[src/rtl/rv32i_pkg.sv]
// Shared types for the RV32I hazard controller: FSM states,
// scoreboard slot layout, x0 constant and the slot-hit helper.
package rv32i_pkg;

  typedef enum logic [1:0] {
    RUN   = 2'd0,
    STALL = 2'd1,
    FLUSH = 2'd2
  } hz_state_e;

  typedef struct packed {
    logic       v;
    logic [4:0] rd;
  } sb_slot_t;

  localparam logic [4:0] REG_X0 = 5'd0;

  function automatic logic sb_hit(
    sb_slot_t   s,
    logic [4:0] r
  );
    return s.v && (r != REG_X0)
      && (s.rd == r);
  endfunction

endpackage

[src/rtl/rv32i_hazard_ctrl_if.sv]
// ID/EX side of the hazard controller: decoded operand info in,
// stall/bubble/flush controls out. master = pipeline, slave = ctrl.
interface rv32i_hazard_ctrl_if #(
  parameter int REG_W = 5
) ();

  logic             id_valid;
  logic [REG_W-1:0] id_rs1;
  logic [REG_W-1:0] id_rs2;
  logic             id_rs1_used;
  logic             id_rs2_used;
  logic [REG_W-1:0] id_rd;
  logic             id_wb_en;
  logic             ex_branch_taken;
  logic             stall_if;
  logic             stall_id;
  logic             bubble_ex;
  logic             flush_id;

  modport master (
    output id_valid, id_rs1, id_rs2,
    output id_rs1_used, id_rs2_used,
    output id_rd, id_wb_en,
    output ex_branch_taken,
    input  stall_if, stall_id,
    input  bubble_ex, flush_id
  );

  modport slave (
    input  id_valid, id_rs1, id_rs2,
    input  id_rs1_used, id_rs2_used,
    input  id_rd, id_wb_en,
    input  ex_branch_taken,
    output stall_if, stall_id,
    output bubble_ex, flush_id
  );

endinterface

[src/rtl/rv32i_sb_pipe.sv]
// 3-slot destination scoreboard (EX, MEM, WB) shifting every edge.
// Ports: issue/wb_en/rd load EX slot; rs1/rs2 -> match1/match2.
module rv32i_sb_pipe
  import rv32i_pkg::*;
#(
  parameter int REG_W = 5
) (
  input  logic             clk,
  input  logic             reset,
  input  logic             issue,
  input  logic             wb_en,
  input  logic [REG_W-1:0] rd,
  input  logic [REG_W-1:0] rs1,
  input  logic [REG_W-1:0] rs2,
  output logic             match1,
  output logic             match2
);

  sb_slot_t ex_q, ex_d;
  sb_slot_t mem_q;
  sb_slot_t wb_q;

  always_comb begin
    ex_d = '0;
    if (issue) begin
      ex_d.v  = wb_en && (rd != REG_X0);
      ex_d.rd = rd;
    end
  end

  always_ff @(posedge clk or negedge reset) begin
    if (!reset) begin
      ex_q  <= '0;
      mem_q <= '0;
      wb_q  <= '0;
    end else begin
      ex_q  <= ex_d;
      mem_q <= ex_q;
      wb_q  <= mem_q;
    end
  end

  // No forwarding: any in-flight producer blocks the reader.
  assign match1 = sb_hit(ex_q, rs1)
    || sb_hit(mem_q, rs1)
    || sb_hit(wb_q, rs1);
  assign match2 = sb_hit(ex_q, rs2)
    || sb_hit(mem_q, rs2)
    || sb_hit(wb_q, rs2);

endmodule

[src/rtl/rv32i_hazard_ctrl.sv]
// Interlock/flush scheduler: RAW stalls, branch kills, perf + watchdog.
// Ports: clk, reset (async low), hz (slave), perf_clr, state/count/timeout.
module rv32i_hazard_ctrl
  import rv32i_pkg::*;
#(
  parameter int REG_W        = 5,
  parameter int FLUSH_CYCLES = 2,
  parameter int STALL_LIMIT  = 15,
  parameter int PERF_W       = 8
) (
  input  logic              clk,
  input  logic              reset,
  rv32i_hazard_ctrl_if.slave hz,
  input  logic              perf_clr,
  output logic [1:0]        state_out,
  output logic [PERF_W-1:0] stall_count,
  output logic              stall_timeout
);

  localparam int FC_W  = $clog2(FLUSH_CYCLES + 1);
  localparam int RUN_W = $clog2(STALL_LIMIT + 2);

  hz_state_e         state_q, state_d;
  logic [FC_W-1:0]   fcnt_q, fcnt_d;
  logic [PERF_W-1:0] scnt_q, scnt_d;
  logic [RUN_W-1:0]  run_q, run_d;
  logic              tmo_q, tmo_d;

  logic m1, m2;
  logic hazard, flushing, stall, issue;

  rv32i_sb_pipe #(
    .REG_W (REG_W)
  ) u_sb (
    .clk    (clk),
    .reset  (reset),
    .issue  (issue),
    .wb_en  (hz.id_wb_en),
    .rd     (hz.id_rd),
    .rs1    (hz.id_rs1),
    .rs2    (hz.id_rs2),
    .match1 (m1),
    .match2 (m2)
  );

  always_comb begin
    hazard = hz.id_valid
      && ((hz.id_rs1_used && m1)
       || (hz.id_rs2_used && m2));
    flushing = hz.ex_branch_taken
      || (state_q == FLUSH);
    stall = hazard && !flushing;
    issue = hz.id_valid
      && !hazard && !flushing;
  end

  always_comb begin
    state_d = state_q;
    fcnt_d  = fcnt_q;
    if (hz.ex_branch_taken) begin
      state_d = FLUSH;
      fcnt_d  = FC_W'(FLUSH_CYCLES - 1);
    end else if (state_q == FLUSH) begin
      // Leave as the counter reaches zero.
      if (fcnt_q <= FC_W'(1)) begin
        fcnt_d  = '0;
        state_d = hazard ? STALL : RUN;
      end else begin
        fcnt_d = fcnt_q - FC_W'(1);
      end
    end else begin
      state_d = stall ? STALL : RUN;
    end
  end

  always_comb begin
    scnt_d = scnt_q;
    if (perf_clr) begin
      scnt_d = '0;
    end else if (stall && (scnt_q != '1)) begin
      scnt_d = scnt_q + PERF_W'(1);
    end
    run_d = '0;
    if (stall) begin
      run_d = (run_q == '1) ? run_q
        : run_q + RUN_W'(1);
    end
    tmo_d = tmo_q
      || (run_q > RUN_W'(STALL_LIMIT));
  end

  always_ff @(posedge clk or negedge reset) begin
    if (!reset) begin
      state_q <= RUN;
      fcnt_q  <= '0;
      scnt_q  <= '0;
      run_q   <= '0;
      tmo_q   <= 1'b0;
    end else begin
      state_q <= state_d;
      fcnt_q  <= fcnt_d;
      scnt_q  <= scnt_d;
      run_q   <= run_d;
      tmo_q   <= tmo_d;
    end
  end

  assign hz.stall_if  = reset && stall;
  assign hz.stall_id  = reset && stall;
  assign hz.bubble_ex = reset
    && (stall || flushing);
  assign hz.flush_id  = reset && flushing;

  assign state_out     = reset ? 2'(state_q) : 2'b0;
  assign stall_count   = reset ? scnt_q : '0;
  assign stall_timeout = reset && tmo_q;

endmodule

[src/flat_wrapper.sv]
// flat-port wrapper written by rule: the top's interface ports become plain ports
module rv32i_hazard_ctrl_flat import rv32i_pkg::*;
#(
  parameter int REG_W        = 5,
  parameter int FLUSH_CYCLES = 2,
  parameter int STALL_LIMIT  = 15,
  parameter int PERF_W       = 8
)
  (clk, reset, perf_clr, state_out, stall_count, stall_timeout, hz_id_valid, hz_id_rs1, hz_id_rs2, hz_id_rs1_used, hz_id_rs2_used, hz_id_rd, hz_id_wb_en, hz_ex_branch_taken, hz_stall_if, hz_stall_id, hz_bubble_ex, hz_flush_id);
  rv32i_hazard_ctrl_if #(.REG_W(REG_W)) hz_i ();
  input  logic clk;
  input  logic reset;
  input  logic perf_clr;
  output logic [1:0] state_out;
  output logic [PERF_W-1:0] stall_count;
  output logic stall_timeout;
  input wire logic [$bits(hz_i.id_valid)-1:0] hz_id_valid;
  input wire logic [$bits(hz_i.id_rs1)-1:0] hz_id_rs1;
  input wire logic [$bits(hz_i.id_rs2)-1:0] hz_id_rs2;
  input wire logic [$bits(hz_i.id_rs1_used)-1:0] hz_id_rs1_used;
  input wire logic [$bits(hz_i.id_rs2_used)-1:0] hz_id_rs2_used;
  input wire logic [$bits(hz_i.id_rd)-1:0] hz_id_rd;
  input wire logic [$bits(hz_i.id_wb_en)-1:0] hz_id_wb_en;
  input wire logic [$bits(hz_i.ex_branch_taken)-1:0] hz_ex_branch_taken;
  output wire logic [$bits(hz_i.stall_if)-1:0] hz_stall_if;
  output wire logic [$bits(hz_i.stall_id)-1:0] hz_stall_id;
  output wire logic [$bits(hz_i.bubble_ex)-1:0] hz_bubble_ex;
  output wire logic [$bits(hz_i.flush_id)-1:0] hz_flush_id;
  assign hz_i.id_valid = hz_id_valid;
  assign hz_i.id_rs1 = hz_id_rs1;
  assign hz_i.id_rs2 = hz_id_rs2;
  assign hz_i.id_rs1_used = hz_id_rs1_used;
  assign hz_i.id_rs2_used = hz_id_rs2_used;
  assign hz_i.id_rd = hz_id_rd;
  assign hz_i.id_wb_en = hz_id_wb_en;
  assign hz_i.ex_branch_taken = hz_ex_branch_taken;
  assign hz_stall_if = hz_i.stall_if;
  assign hz_stall_id = hz_i.stall_id;
  assign hz_bubble_ex = hz_i.bubble_ex;
  assign hz_flush_id = hz_i.flush_id;
  rv32i_hazard_ctrl #(.REG_W(REG_W), .FLUSH_CYCLES(FLUSH_CYCLES), .STALL_LIMIT(STALL_LIMIT), .PERF_W(PERF_W)) u_core (.clk(clk), .reset(reset), .hz(hz_i), .perf_clr(perf_clr), .state_out(state_out), .stall_count(stall_count), .stall_timeout(stall_timeout));
endmodule
[config.mk]
export PLATFORM = sky130hd
export DESIGN_NAME = rv32i_hazard_ctrl_flat
export DESIGN_NICKNAME = d
export VERILOG_FILES = /design/src/rtl/rv32i_pkg.sv /design/src/rtl/rv32i_hazard_ctrl_if.sv /design/src/rtl/rv32i_sb_pipe.sv /design/src/rtl/rv32i_hazard_ctrl.sv /design/src/flat_wrapper.sv
export SDC_FILE = /design/constraint.sdc
export NUM_CORES = 1
export LEC_CHECK = 0
export BUFFER_PORTS_ARGS = -buffer_cell sky130_fd_sc_hd__clkbuf_2
export CAP_MARGIN = 20
export CORE_MARGIN = 4
export CORE_UTILIZATION = 42
export CTS_CLUSTER_SIZE = 10
export DETAILED_ROUTE_END_ITERATION = 10
export SKIP_CTS_REPAIR_TIMING = 1
export SKIP_LAST_GASP = 1
export SYNTH_ARGS = -nofsm -noshare
export SYNTH_HDL_FRONTEND = slang
export SYNTH_SLANG_ARGS = --single-unit
[constraint.sdc]
create_clock -name clk -period 4.4 [get_ports clk]
set_input_delay 0.22 -clock clk [delete_from_list [all_inputs] [get_ports clk]]
set_output_delay 0.22 -clock clk [all_outputs]
set_load 0.05 [all_outputs]
==> metrics.csv, run 1 <==
metric;value;unit
IO Count;38;
PD cells;299;mW/mm2
Distinct cells, synth;45;
largest net degree at the start of global routing;31;
GRT met3 Usage;0.0386;
CP max-delay cell;dfrtp_1;
Max transition margin;0.549;
per-cell routed wire length;14.0;um
total congestion overflow;0;
Final Max Slew Viols;0;
worst reg2reg path depth;6;
Initial DRT Pass Iterations;4;
Buffers on Ports;37;
vias in the first global route;1408;
RSZ-0062 raised after global routing;false;
ANT cells;0;
setup violators final;0;
final core occ;0.523;
critical path's largest stage delay;0.42;ns
HPWL Detailed;3000;um
Crit path max-delay family;compound AO/OA/AOI/OAI gates;
leading cell type in the layout, fill and taps excluded;clkbuf_2;
Die Ht;77.2;um
Critical Path Source;u_core.u_sb.mem_q[3];
# H-tree levels;2;
syn_area_per_cell;10.7;um2
fillers;406;
Hold WC Path Type;in2async;
Max-Cap Viols;0;
Synth area leaders;dfrtp_1 45%, xor2_1 11%, and2_1 5.0%;
routed wire length;3940;um
Req. time, crit path;4.18;ns
syn_nets;215;
Vias;1485;
Initial Util;0.447;
stages on the worst setup path;7;
first-pass GRT wire length;6640;um
synthesized area;0.00201;mm2
Leak;1.14;nW
Post-layout nets;255;
reg2reg end;u_core.scnt_q[3];
FFs w/ async S/R, synth;1.00;
gr busiest metal;met2;
clock-pin slew on the worst setup and hold paths;0.08;ns
met1 Usage GRT;0.182;
maximum VDD drop;0.183;mV
Chip Width;77.2;um
fin crit share;0.610;
r2r setup slk;2.14;ns
Global Route met2 Usage;0.225;
worst-path maximum fanout;10;
fraction of layout cells with a size suffix above 1;0.240;
row cnt;24;
Setup TNS;0;ns
routability cong.;0.780;
Sink Count;36;
initial antenna violation count;0;
reg-to-reg startpoint;u_core.u_sb.mem_q[3];
CTS Buf Count;5;
TritonCTS clock tree;built;
Post-DRT Antenna Nets;0;
Syn. warnings;0;
crit end category;output port;
startpoint type of the worst setup path;flop;
skew final;0.00506;ns
min Tclk post-route;2.69;ns
final hold vios;24;
critical-path cell list;xor2_1 > nor4_1 > nand3_1 > a31o_1 > a21o_2 > nor2b_1 > clkbuf_2;
WP data arrival;2.47;ns
sequential area share after synthesis;0.447;
share of the synthesized area in the top cell type;0.447;
clk_lat worst skew;0.29;ns
core area;0.00450;mm2
CP endpoint;hz_stall_if;
Tightest Pin Transition;0.677;ns
Max clock buf depth;2;
commonest cells after routing, fill and taps aside;37 x clkbuf_2, 36 x dfrtp_1, 25 x xor2_1;
final hold slack;-0.0477;ns
Total Routing Usage GR;0.138;
Layout area overhead;17.0;%
# DRC;0;
status;complete, but fails checks;
kind of critical path;reg2out;
Mapped Cells;188;
Via density;5.28;
Root Buffer Master;clkbuf_8;
f_max;0.372;GHz
Main synth FF type;dfrtp_1;
area leader, netlist;dfrtp_1;
Post-synth EDFFs;0;
DRT iter0 DRCs;47;
Synth Register Bits;36;
worst path bufs/invs;1;
failing checks;negative hold slack;
die area;0.00597;mm2
-- through the flow --
step	hold slack (ns)	setup WS (ns)	std cells	total power, mW	instance area (um2)
2_1_floorplan	-0.0756	1.60	188	0.380	2010
3_3_place_gp	0.304	1.90	273	0.412	2240
3_5_place_dp	0.292	1.88	273	0.412	2240
4_1_cts	-0.0276	1.70	281	0.710	2350
5_1_grt	0.00336	1.52	281	0.733	2350
6_report	-0.0477	1.71	281	0.703	2350
-- metal layers --
metal / vias up / wire length, um / share of wire
met2: 19 / 1840 / 0.47
met4: 0 / 40 / 0.010
met5: - / 0 / 0
li1: 751 / - / -
met3: 5 / 135 / 0.034
met1: 710 / 1920 / 0.49
-- Yosys cell counts (2+ instances only) --
cell,number
a21oi_1,4
or4_1,2
nand2_1,4
o211ai_1,4
ha_1,4
dfrtp_1,36
mux2_1,2
nor4_1,5
nand3_1,10
a211oi_1,3
inv_1,6
clkbuf_1,2
xnor2_1,8
nor2b_1,6
o21ai_0,3
nor2_1,15
a21boi_0,2
mux2_2,3
a2111oi_4,2
xor2_1,25
a31oi_1,2
and3_1,2
and2_1,16
-- power by group --
part | switching, mW | internal, mW
Clock | 0.128 | 0.171
Sequential | 0.00512 | 0.336
Combinational | 0.0400 | 0.0235
-- worst min-delay path by stage --
| stage | startpoint | endpoint | slack (ns) | depth (start not counted) |
|---|---|---|---|---|
| after floorplan | reset | u_core.fcnt_q[0] | -0.08 | 0 |
| after global placement | reset | u_core.u_sb.ex_q[3] | 0.30 | 1 |
| after detailed placement | reset | u_core.u_sb.ex_q[3] | 0.29 | 1 |
| after CTS | reset | u_core.u_sb.ex_q[3] | -0.03 | 1 |
| after global routing | reset | u_core.u_sb.ex_q[3] | 0.003 | 1 |
| final | reset | u_core.u_sb.mem_q[3] | -0.05 | 1 |
-- registers in the layout, summed over array words and instances, names as in the netlist --
register and flops:
u_core.u_sb.mem_q 6, u_core.run_q 5, u_core.fcnt_q 2, u_core.scnt_q 8, u_core.u_sb.ex_q 6, u_core.tmo_q 1
u_core.state_q 2, u_core.u_sb.wb_q 6
-- final cells by class --
cell class / count / area (um2) / share of cell area
sequential: 36 / 901 / 0.383
timing repair buffer: 38 / 193 / 0.0818
clock buffer: 5 / 68.8 / 0.0292
clock inverter: 3 / 46.3 / 0.0197
tap: 52 / 65.1 / 0.0276
multi-input combinational: 141 / 1060 / 0.450
inverter: 6 / 22.5 / 0.00956
-- logic make-up after synthesis --
group | Yosys count | share of synthesized area
flops | 36 | 0.447
compound gates | 32 | 0.144
simple gates | 66 | 0.180
buf+inv | 11 | 0.0267
xor+xnor | 33 | 0.144
fa+ha+maj | 4 | 0.0249
mux | 6 | 0.0329
Power figures use the tool's default switching activity.
==> run 2: changes to the inputs <==
--- a/config.mk
+++ b/config.mk
@@ -5,12 +5,14 @@
 export SDC_FILE = /design/constraint.sdc
 export NUM_CORES = 1
 export LEC_CHECK = 0
+export ABC_AREA = 1
 export BUFFER_PORTS_ARGS = -buffer_cell sky130_fd_sc_hd__clkbuf_2
 export CAP_MARGIN = 20
 export CORE_MARGIN = 4
 export CORE_UTILIZATION = 42
 export CTS_CLUSTER_SIZE = 10
 export DETAILED_ROUTE_END_ITERATION = 10
+export PLACE_DENSITY = 0.65
 export SKIP_CTS_REPAIR_TIMING = 1
 export SKIP_LAST_GASP = 1
 export SYNTH_ARGS = -nofsm -noshare
==> constraint.sdc (replaced) <==
create_clock -name clk -period 2.3 [get_ports clk]
set_input_delay 0.115 -clock clk [delete_from_list [all_inputs] [get_ports clk]]
set_output_delay 0.115 -clock clk [all_outputs]
set_load 0.05 [all_outputs]
==> metrics.csv, run 2 <==
metric;value;unit
WL met1;2390;um
Layout area overhead;17.1;%
TritonCTS clock tree;built;
Final WS setup;0.303;ns
Biggest register;u_core.scnt_q;
FFs w/ async S/R, synth;1.00;
worst-path maximum fanout;7;
die area;0.00634;mm2
vias in the first global route;1951;
Req. time, crit path;2.18;ns
f_max;0.501;GHz
# DRC;0;
reg-to-reg startpoint;u_core.scnt_q[0];
design area;0.00252;mm2
Post-synth EDFFs;0;
Setup TNS;0;ns
fraction of layout cells with a size suffix above 1;0.173;
IO Count;38;
routed wire length;4960;um
first-pass GRT wire length;8790;um
commonest cells after routing, fill and taps aside;111 x nand2_1, 58 x nor2_1, 44 x inv_1;
Placed Cells;424;
syn_area_per_cell;6.71;um2
share of the synthesized area in the top cell type;0.418;
core area;0.00485;mm2
initial antenna violation count;0;
Post-DRT Antenna Nets;0;
skew final;0.00586;ns
sequential area share after synthesis;0.418;
fin crit share;0.868;
Max transition margin;0.771;
Max clock buf depth;2;
clk_lat worst skew;0.28;ns
Post-layout nets;392;
Sink Count;36;
Mapped Cells;321;
CTS Buf Count;5;
Final Max Slew Viols;0;
Total Routing Usage GR;0.175;
DRT iter0 DRCs;172;
largest net degree at the start of global routing;30;
DP Area;0.00244;mm2
WL met3;272;um
per-cell routed wire length;11.5;um
Vias;2046;
Initial DRT Pass Iterations;5;
Initial Util;0.444;
kind of critical path;reg2out;
WP data arrival;1.88;ns
fin cells;432;
status;completed;
met2 wire length;2250;um
most common cell in the netlist;nand2_1;
max reg flops;8;
HPWL Detailed;3960;um
fillers;471;
setup violators final;0;
syn_nets;348;
Post-Place Worst Slack;0.597;ns
Via density;4.74;
final hold vios;0;
RSZ-0062 raised after global routing;false;
Die Ht;79.6;um
area leader, netlist;dfrtp_1;
PD cells;511;mW/mm2
PnR Total Power;1.29;mW
Critical Path Source;u_core.u_sb.mem_q[2];
clock-pin slew on the worst setup and hold paths;0.06;ns
Buffers on Ports;37;
routability cong.;0.873;
synthesized area;0.00215;mm2
hold path start;hz_id_rd[4];
Leak;1.47;nW
startpoint type of the worst setup path;flop;
final hold slack;0.0324;ns
Distinct cells, synth;24;
Hold WC Path Type;in2reg;
Main synth FF type;dfrtp_1;
leading cell type in the layout, fill and taps excluded;nand2_1;
Max-Cap Viols;0;
total congestion overflow;0;
top sig layer;met4;
# H-tree levels;2;
Chip Width;79.6;um
row cnt;25;
Tightest Pin Transition;0.342;ns
Syn. warnings;0;
synth cell count leaders;111 x nand2_1, 58 x nor2_1, 44 x inv_1, 36 x dfrtp_1, 19 x nand3_1;
Synth Register Bits;36;
final core occ;0.521;
Root Buffer Master;clkbuf_8;
Synth area leaders;dfrtp_1 42%, nand2_1 19%, nor2_1 10%;
crit end category;output port;
min Tclk post-route;2.00;ns
maximum VDD drop;0.209;mV
ANT cells;0;
==> run 2: cell types whose count changed after synthesis, moves of 6 or more <==
cell     before  now
inv_1         6   44
nand2_1       4  111
and2_1       16    0
inv_2         0   10
nand3_1      10   19
xor2_1       25    6
xnor2_1       8    1
nor2_1       15   58
nor2b_1       6    0
==> run 2: report_power, final <==
group / switching (mW) / internal, mW / total (mW)
sequential: 0.0192 / 0.653 / 0.672
clock: 0.215 / 0.206 / 0.420
combinational: 0.134 / 0.0633 / 0.197
total: 0.367 / 0.922 / 1.29
==> run 2: kinds of logic (layout without fill, tap and decap cells) <==
group	after synthesis	after routing	synth area share
compound gates	16	16	0.0406
xor+xnor	7	7	0.0285
fa+ha+maj	4	4	0.0232
buf+inv	58	102	0.103
flops	36	36	0.418
simple gates	200	200	0.387
==> run 2: critical path, stage by stage (launching register included) <==
cell      delay (ns)
dfrtp_1         0.41
inv_1           0.05
nand2_1         0.05
nand2_1         0.04
nor2_1          0.15
nand3_1         0.09
nand3_1         0.10
nand2_2         0.08
nand2_4         0.08
nand2_2         0.10
nor2_1          0.15
clkbuf_2        0.30
==> run 2: cell type report <==
cell class                 count  area (um2)  area share
tap                           67        83.8      0.0332
inverter                      55         206      0.0818
multi-input combinational    227        1030       0.409
clock buffer                   6        72.6      0.0288
clock inverter                 1        5.00     0.00198
timing repair buffer          40         223      0.0883
sequential                    36         901       0.357
==> run 2: final timing paths <==
check / end / slack (ns) / depth (start not counted)
min in group asynchronous: u_core.u_sb.wb_q[5] / 0.25 / 2
max in group asynchronous: u_core.u_sb.wb_q[4] / 1.59 / 3
hold / removal: u_core.u_sb.ex_q[4] / 0.03 / 3
setup / recovery: hz_stall_id / 0.30 / 11
setup reg to reg: u_core.scnt_q[5] / 0.64 / 10
hold reg to reg: u_core.u_sb.mem_q[0] / 0.41 / 0
==> run 2: metal layers <==
layer	up-vias	track usage
met5	-	0
li1	1051	-
met4	0	0.0533
met1	934	0.244
met2	57	0.273
met3	4	0.0372
==> run 3: changes to the inputs <==
--- a/config.mk
+++ b/config.mk
@@ -5,16 +5,16 @@
 export SDC_FILE = /design/constraint.sdc
 export NUM_CORES = 1
 export LEC_CHECK = 0
-export ABC_AREA = 1
 export BUFFER_PORTS_ARGS = -buffer_cell sky130_fd_sc_hd__clkbuf_2
 export CAP_MARGIN = 20
 export CORE_MARGIN = 4
 export CORE_UTILIZATION = 42
 export CTS_CLUSTER_SIZE = 10
 export DETAILED_ROUTE_END_ITERATION = 10
-export PLACE_DENSITY = 0.65
+export PLACE_DENSITY = 0.66
 export SKIP_CTS_REPAIR_TIMING = 1
 export SKIP_LAST_GASP = 1
 export SYNTH_ARGS = -nofsm -noshare
 export SYNTH_HDL_FRONTEND = slang
+export SYNTH_HIERARCHICAL = 1
 export SYNTH_SLANG_ARGS = --single-unit
==> metrics.csv, run 3 <==
metric;value;unit
final core occ;0.580;
crit end category;output port;
TritonCTS clock tree;built;
leading cell type in the layout, fill and taps excluded;dfrtp_1;
synthesized area;0.00194;mm2
RSZ-0062 raised after global routing;true;
HPWL Detailed;3140;um
f_max;0.406;GHz
first-pass GRT wire length;7010;um
Distinct cells, synth;41;
Post-DRT Antenna Nets;0;
clock-pin slew on the worst setup and hold paths;0.08;ns
max reg flops;8;
Syn. warnings;6;
min Tclk post-route;2.46;ns
die area;0.00578;mm2
per-cell routed wire length;14.7;um
fin crit share;1.07;
Tightest Pin Transition;0.572;ns
failing checks;negative setup slack;
reg2reg end;u_core/scnt_q[6];
# H-tree levels;2;
Max transition margin;0.618;
Initial Util;0.440;
Synth Register Bits;36;
final hold vios;0;
Final WS setup;-0.161;ns
Layout area overhead;31.6;%
sequential area share after synthesis;0.463;
share of the synthesized area in the top cell type;0.463;
kind of critical path;reg2out;
synth cell count leaders;36 x dfrtp_1, 25 x xor2_1, 18 x and2_1, 16 x nor2_1, 11 x a21oi_1;
worst reg2reg path depth;9;
syn_nets;211;
fraction of layout cells with a size suffix above 1;0.343;
routed wire length;4340;um
Via density;5.30;
fillers;395;
WP data arrival;2.35;ns
Synth area leaders;dfrtp_1 46%, xor2_1 11%, and2_1 5.8%;
Die Ht;76.0;um
initial antenna violation count;0;
Final Max Slew Viols;0;
maximum VDD drop;0.322;mV
design area;0.00256;mm2
Main synth FF type;dfrtp_1;
row cnt;24;
Leak;1.24;nW
Max-Cap Viols;0;
largest net degree at the start of global routing;27;
reg-to-reg startpoint;u_core/u_sb/ex_q[0];
Max clock buf depth;2;
syn_area_per_cell;10.6;um2
area leader, netlist;dfrtp_1;
Worst Hold End;u_core/u_sb/ex_q[2];
most common cell in the netlist;dfrtp_1;
final hold slack;0.0484;ns
Setup TNS;-0.834;ns
Initial DRT Pass Iterations;4;
CTS Buf Count;5;
setup violators final;8;
PnR Total Power;1.57;mW
r2r setup slk;-0.13;ns
DP Area;0.00224;mm2
vias in the first global route;1541;
Biggest register;u_core/scnt_q;
ANT cells;0;
Mapped Cells;184;
Sink Count;36;
skew final;0.00887;ns
FFs w/ async S/R, synth;1.00;
Hold Path Depth;2;
routability cong.;0.778;
commonest cells after routing, fill and taps aside;36 x dfrtp_1, 34 x clkbuf_2, 25 x xor2_1;
Total Routing Usage GR;0.147;
status;complete, but fails checks;
Vias;1557;
clk_lat worst skew;0.28;ns
Buffers on Ports;37;
IO Count;38;
Chip Width;76.0;um
core area;0.00441;mm2
# DRC;0;
startpoint type of the worst setup path;flop;
Post-layout nets;268;
Root Buffer Master;clkbuf_8;
DRT iter0 DRCs;59;
Post-synth EDFFs;0;
total congestion overflow;0;
hold path start;hz_id_rd[2];
PD cells;612;mW/mm2
Req. time, crit path;2.18;ns
Hold WC Path Type;in2reg;
worst-path maximum fanout;8;
[run 3: report_power, final]
| group | internal (mW) | switching (mW) | total [mW] |
|---|---|---|---|
| registers | 0.643 | 0.0100 | 0.653 |
| logic | 0.0559 | 0.0815 | 0.137 |
| clock network | 0.543 | 0.233 | 0.775 |
[run 3: critical path: stages (launching register included)]
cell and delay, ns:
dfrtp_1 0.41, xor2_1 0.15, nor4_1 0.30, buf_4 0.16, a32oi_1 0.06, a21oi_2 0.22, a22o_4 0.17, nand4b_4 0.14
buf_8 0.17, nor2_4 0.11, buf_6 0.17
[run 3: metrics by stage]
stage / setup slack [ns] / instances
floorplan: 0.0641 / 184
global placement: -0.121 / 276
detailed placement: -0.143 / 276
CTS: -0.315 / 284
global route: -0.292 / 294
finish: -0.161 / 294
[run 3: kinds of logic (layout without fill, tap and decap cells)]
| family | after synthesis | in the layout | share of synthesized area |
|---|---|---|---|
| and+or+nand+nor | 72 | 72 | 0.230 |
| buffers and inverters | 9 | 67 | 0.0206 |
| adders and majority gates | 4 | 4 | 0.0257 |
| DFF | 36 | 36 | 0.463 |
| AOI/OAI and AO/OA | 28 | 28 | 0.0997 |
| muxes | 3 | 3 | 0.0167 |
| xor gates and xnor gates | 32 | 32 | 0.144 |
[run 3: area by class of cell]
cell class | instances | area [um2] | area share
tap | 52 | 65.1 | 0.0254
clock inverter | 3 | 90.1 | 0.0352
multi-input combinational | 139 | 1060 | 0.415
inverter | 3 | 11.3 | 0.00440
clock buffer | 5 | 68.8 | 0.0269
sequential | 36 | 901 | 0.352
timing repair buffer | 56 | 360 | 0.141
[run 3: layer usage]
layer,vias to the layer above,routed length [um],GRT usage,share of wire
met4,0,27,0.0320,0.0062
met1,769,1910,0.194,0.44
met3,2,167,0.0378,0.039
met5,-,0,0,0
li1,760,-,-,-
met2,26,2230,0.241,0.51
[run 3: worst max-delay path by stage]
stage | depth (start not counted) | slack (ns) | start | endpoint
3_5_place_dp | 9 | -0.14 | u_core/u_sb/ex_q[0] | u_core/scnt_q[6]
5_1_grt | 8 | -0.29 | u_core/u_sb/wb_q[0] | u_core/scnt_q[6]
6_report | 10 | -0.16 | u_core/u_sb/ex_q[0] | hz_stall_id
3_3_place_gp | 9 | -0.12 | u_core/u_sb/ex_q[0] | u_core/scnt_q[6]
2_1_floorplan | 9 | 0.06 | u_core/u_sb/ex_q[2] | hz_stall_if
4_1_cts | 10 | -0.32 | u_core/u_sb/ex_q[0] | hz_stall_id
